### config.mk
export PLATFORM = sky130hd
export DESIGN_NAME = fixmul_pipe
export DESIGN_NICKNAME = d
export VERILOG_FILES = /design/src/rtl/fixmul_pipe.sv
export SDC_FILE = /design/constraint.sdc
export NUM_CORES = 1
export LEC_CHECK = 0
export ABC_AREA = 1
export CAP_MARGIN = 20
export CORE_UTILIZATION = 43
export DETAILED_ROUTE_END_ITERATION = 8
export HOLD_SLACK_MARGIN = 0.03
export PLACE_DENSITY_LB_ADDON = 0.1
export SYNTH_ARGS = -nofsm -noshare
export SYNTH_HDL_FRONTEND = slang
export SYNTH_SLANG_ARGS = --single-unit
### constraint.sdc
create_clock -name clk -period 6.85 [get_ports clk]
set_input_delay 1.0275 -clock clk [delete_from_list [all_inputs] [get_ports clk]]
set_output_delay 1.0275 -clock clk [all_outputs]
set_load 0.02 [all_outputs]
### src/rtl/fixmul_pipe.sv
// rtl/fixmul_pipe.sv - pipelined signed fixed-point multiplier with rounding, saturation and handshake
module fixmul_pipe #(
  parameter int WIDTH    = 19,
  parameter int FRAC     = 18,
  parameter int LATENCY  = 3,
  parameter int ROUND    = 1,
  parameter int SATURATE = 1,
  parameter int TAG_W    = 4
) (
  input  logic             clk,
  input  logic             reset,
  input  logic             in_valid,
  output logic             in_ready,
  input  logic [WIDTH-1:0] in_a,
  input  logic [WIDTH-1:0] in_b,
  input  logic [TAG_W-1:0] in_tag,
  output logic             out_valid,
  input  logic             out_ready,
  output logic [WIDTH-1:0] out_result,
  output logic [TAG_W-1:0] out_tag,
  output logic             out_ovf
);

  localparam int PW = 2 * WIDTH;
  localparam int RW = PW + 1;
  localparam logic [FRAC-1:0] HALF = FRAC'(1) << (FRAC - 1);

  typedef logic signed [PW-1:0] prod_t;
  typedef logic signed [RW-1:0] rnd_t;

  typedef struct packed {
    logic             ovf;
    logic [WIDTH-1:0] res;
  } out_t;

  // Rounding works one bit wider than the product so the half-LSB increment never wraps.
  function automatic rnd_t round_fn(input prod_t p);
    rnd_t pe;
    rnd_t r;
    pe = rnd_t'(p);
    if (ROUND == 0) begin
      r = pe >>> FRAC;
    end else begin
      r = (pe + (rnd_t'(1) <<< (FRAC - 1))) >>> FRAC;
      // A half-up tie landed on an odd value; the even neighbour is one below.
      if (ROUND == 2 && p[FRAC-1:0] == HALF && r[0]) begin
        r = r - rnd_t'(1);
      end
    end
    return r;
  endfunction

  // In range exactly when all bits from the result sign bit upward agree.
  function automatic out_t clamp_fn(input rnd_t r);
    out_t             o;
    logic [RW-WIDTH:0] hi;
    hi    = r[RW-1:WIDTH-1];
    o.ovf = !((&hi) || !(|hi));
    o.res = r[WIDTH-1:0];
    if (SATURATE != 0 && o.ovf) begin
      o.res = r[RW-1] ? {1'b1, {(WIDTH-1){1'b0}}} : {1'b0, {(WIDTH-1){1'b1}}};
    end
    return o;
  endfunction

  logic             adv;
  logic             vld   [1:LATENCY];
  logic [TAG_W-1:0] tag_q [1:LATENCY];
  out_t             out_q;
  prod_t            mul_in;

  // The whole pipe moves as one; a stalled output freezes every stage.
  assign in_ready = !vld[LATENCY] || out_ready;
  assign adv      = in_ready;
  assign mul_in   = prod_t'($signed(in_a)) * prod_t'($signed(in_b));

  // Valid bits and tags travel together through every stage, bubbles included.
  always_ff @(posedge clk or posedge reset) begin
    if (reset) begin
      for (int i = 1; i <= LATENCY; i++) begin
        vld[i]   <= 1'b0;
        tag_q[i] <= '0;
      end
    end else if (adv) begin
      vld[1]   <= in_valid;
      tag_q[1] <= in_tag;
      for (int i = 2; i <= LATENCY; i++) begin
        vld[i]   <= vld[i-1];
        tag_q[i] <= tag_q[i-1];
      end
    end
  end

  if (LATENCY == 1) begin : g_lat1
    // Multiply, round and clamp all land in the single output register.
    always_ff @(posedge clk or posedge reset) begin
      if (reset) begin
        out_q <= '0;
      end else if (adv) begin
        out_q <= clamp_fn(round_fn(mul_in));
      end
    end
  end else if (LATENCY == 2) begin : g_lat2
    prod_t p1;
    // Stage 1 multiplies; stage 2 rounds and clamps.
    always_ff @(posedge clk or posedge reset) begin
      if (reset) begin
        p1    <= '0;
        out_q <= '0;
      end else if (adv) begin
        p1    <= mul_in;
        out_q <= clamp_fn(round_fn(p1));
      end
    end
  end else begin : g_latn
    prod_t p1;
    rnd_t  r_q [2:LATENCY-1];
    // Stage 1 multiplies, stage 2 rounds, middle stages delay, last stage clamps.
    always_ff @(posedge clk or posedge reset) begin
      if (reset) begin
        p1    <= '0;
        out_q <= '0;
        for (int i = 2; i <= LATENCY - 1; i++) begin
          r_q[i] <= '0;
        end
      end else if (adv) begin
        p1     <= mul_in;
        r_q[2] <= round_fn(p1);
        for (int i = 3; i <= LATENCY - 1; i++) begin
          r_q[i] <= r_q[i-1];
        end
        out_q <= clamp_fn(r_q[LATENCY-1]);
      end
    end
  end

  assign out_valid  = vld[LATENCY];
  assign out_tag    = tag_q[LATENCY];
  assign out_result = out_q.res;
  assign out_ovf    = out_q.ovf;

endmodule

==> impl_metrics.ini <==
[global_routing]
grt_pass1_wl_mm = 75.1
grt_max_degree = 86
grt_antenna_before_repair = 0
grt_pass1_vias = 14900
overflow = 0
grt_usage = 0.228

[cells_and_area]
syn_to_final_growth_pct = 22.5
drive_above_1_share = 0.158
final_util = 0.537
nets = 2967
fin_area_um2 = 21400

[timing]
setup_violations = 0
hold_viol_final = 0
fin_skew_ps = 6.45
layout_min_cycle_time_ps = 6650
relSlewSlack = 0.462
holdWs_ps = 468
rsz0062_at_grt = yes
tns_ps = 0
fin_crit_sh = 0.970
max_freq_mhz = 150
drv_slew = 0
worst_pin_slew_ps = 807

[hold_path]
hold_path.class = flip-flop to flip-flop

[synthesis]
synthMostInstantiatedCell = inv_1
postSynthAreaPerCell_um2 = 7.91
yosys_warnings = 0
syn_nets = 2737
synth_cells = 2214
synth.area.top_cells = fa_1 42%, inv_1 14%, nand2_1 13%
synth_edf_count = 0
synth_seq_area_share = 0.110
synth-seq-cells = 77
synth_top_area_cell = fa_1
synth_ff_type = dfrtp_1
synth.distinct_cells = 38
async_reset_ff_frac = 1.00
netlist_top_cells_count = 635 x inv_1, 595 x nand2_1, 368 x fa_1, 109 x ha_1, 77 x dfrtp_1
synth_area_um2 = 17500
yosys.area.top_type_share = 0.421

[floorplan]
dieWidth_um = 204
io_pins = 72
num_rows = 73
floorplan.initialDensity = 0.439
fp.coreArea_um2 = 39900
dieArea_um2 = 41500
fp.dieH_um = 204

[placement]
port_buffers = 71
place.gp.congestion = 0.878
dpl_cell_area_um2 = 20500
dp_hpwl_mm = 38.4

[cts]
clkTransAtPathRegs_ps = 60
cts_hold_buf = 0
cts_tree = yes
clock_path_buffers = 2
insertion_delay_ps = 340
cts_buffers = 9
clock-sinks = 77
htree_levels = 3
cts-root-buf = clkbuf_16

[worst_setup_path]
path_class = input pin to flip-flop
crit_path_end_kind = flip-flop
worstPathRequired_ps = 7030
rrSetupSlack_ps = 4970
crit_path_start_kind = input pin
path_max_fanout = 12
cp_data_arrival_time_ps = 6830

[drt]
dr.pass1.iters = 5
drcViolationCount = 0
antenna_left = 0
drt-initial-drc-count = 695
routedWlPerCell_um = 14.8
wl_mm = 44.0
num_vias = 13800
viasPerCell = 4.65

[run]
max_cap_violations = 0

[status]
status = finished clean
flip-flops by register name, indices dropped and copies added (netlist names):
register / cells
vld: 2
g_latn.p1: 21
out_ovf: 1
tag_q: 8
out_valid: 1
g_latn.r_q: 21
out_result: 19
out_tag: 4
kinds of logic (layout without fill, tap and decap cells):
logic type / after synthesis / after routing / synth area share
simple gates: 772 / 772 / 0.180
buf+inv: 734 / 969 / 0.159
fa+ha+maj: 477 / 477 / 0.499
compound gates: 132 / 132 / 0.0407
flops: 77 / 77 / 0.110
xor+xnor: 22 / 22 / 0.0110
other cells: 0 / 1 / 0
cells in the final DEF, fill, tap and decap left out, types with 3 or more instances in the layout:
cell type,Yosys,routed
nor4_2,3,3
nor2_4,4,6
buf_12,0,19
nor2_1,70,59
nand2_1,595,578
nor3_2,2,5
ha_1,109,90
fa_2,0,7
nand4_1,5,5
ha_4,0,17
clkbuf_16,0,9
nor2_2,4,13
o21ai_0,72,63
o21bai_2,0,3
nor4_4,0,3
nand3_1,46,44
dfrtp_1,77,77
o21ai_1,6,14
xor2_1,15,15
a31oi_1,5,3
o21bai_1,9,6
buf_4,7,214
inv_2,2,6
nor3_1,7,4
nand2_2,14,29
clkdlybuf4s50_1,0,63
buf_6,0,9
dlymetal6s2s_1,0,8
and3_1,3,3
a21oi_1,33,19
or2_2,6,6
nand3b_1,6,6
fa_1,368,361
a21oi_2,0,14
xnor2_1,7,7
inv_1,635,629
worst paths after layout:
path | start | endpoint | cells past startpoint
setup / recovery | in_b[13] | g_latn.p1[19] | 22
hold / removal | vld[1] | out_valid | 1
setup reg to reg | out_valid | out_result[5] | 7
hold reg to reg | vld[1] | out_valid | 1
max in group asynchronous | reset | g_latn.r_q[16] | 4
min in group asynchronous | reset | tag_q[8] | 3
critical path, stage by stage:
cell	delay, ps
clkdlybuf4s50_1	440
buf_12	170
nand2_1	60
inv_1	50
fa_1	530
inv_1	50
fa_1	520
inv_1	60
fa_1	500
fa_1	580
fa_1	440
fa_1	490
fa_2	580
ha_4	220
inv_1	90
o21bai_2	100
o21bai_1	180
a21oi_2	150
nand2_2	90
buf_4	140
xnor2_1	230
o21ai_0	120
cell type report:
cell class                 instances  area (um2)
timing repair buffer             314        2850
multi-input combinational       1403       13300
tap                              525         657
inverter                         639        2400
antenna                            1        2.50
clock inverter                     5        82.6
clock buffer                      11         243
fill                            3854       18500
sequential                        77        1930
through the flow:
stage                     instances  setup WS (ps)
after CTS                      2964           6.26
after detailed placement       2948           -340
after floorplan                2214            115
after global placement         2948           -321
after global routing           2974          -48.4
final                          2975            203
per-layer routing:
layer | GRT usage | wire [um]
met5 | 0 | 0
met4 | 0.0448 | 658
met3 | 0.0177 | 1140
met2 | 0.403 | 22000
met1 | 0.306 | 20200
what timing repair did:
item,in CTS,in global routing
resized for setup,0,126
setup buffers,0,7
setup endpoints to repair,0,21
Power is not shown: default switching activity piles up to over one toggle a cycle in this logic, so the estimate is an artifact.
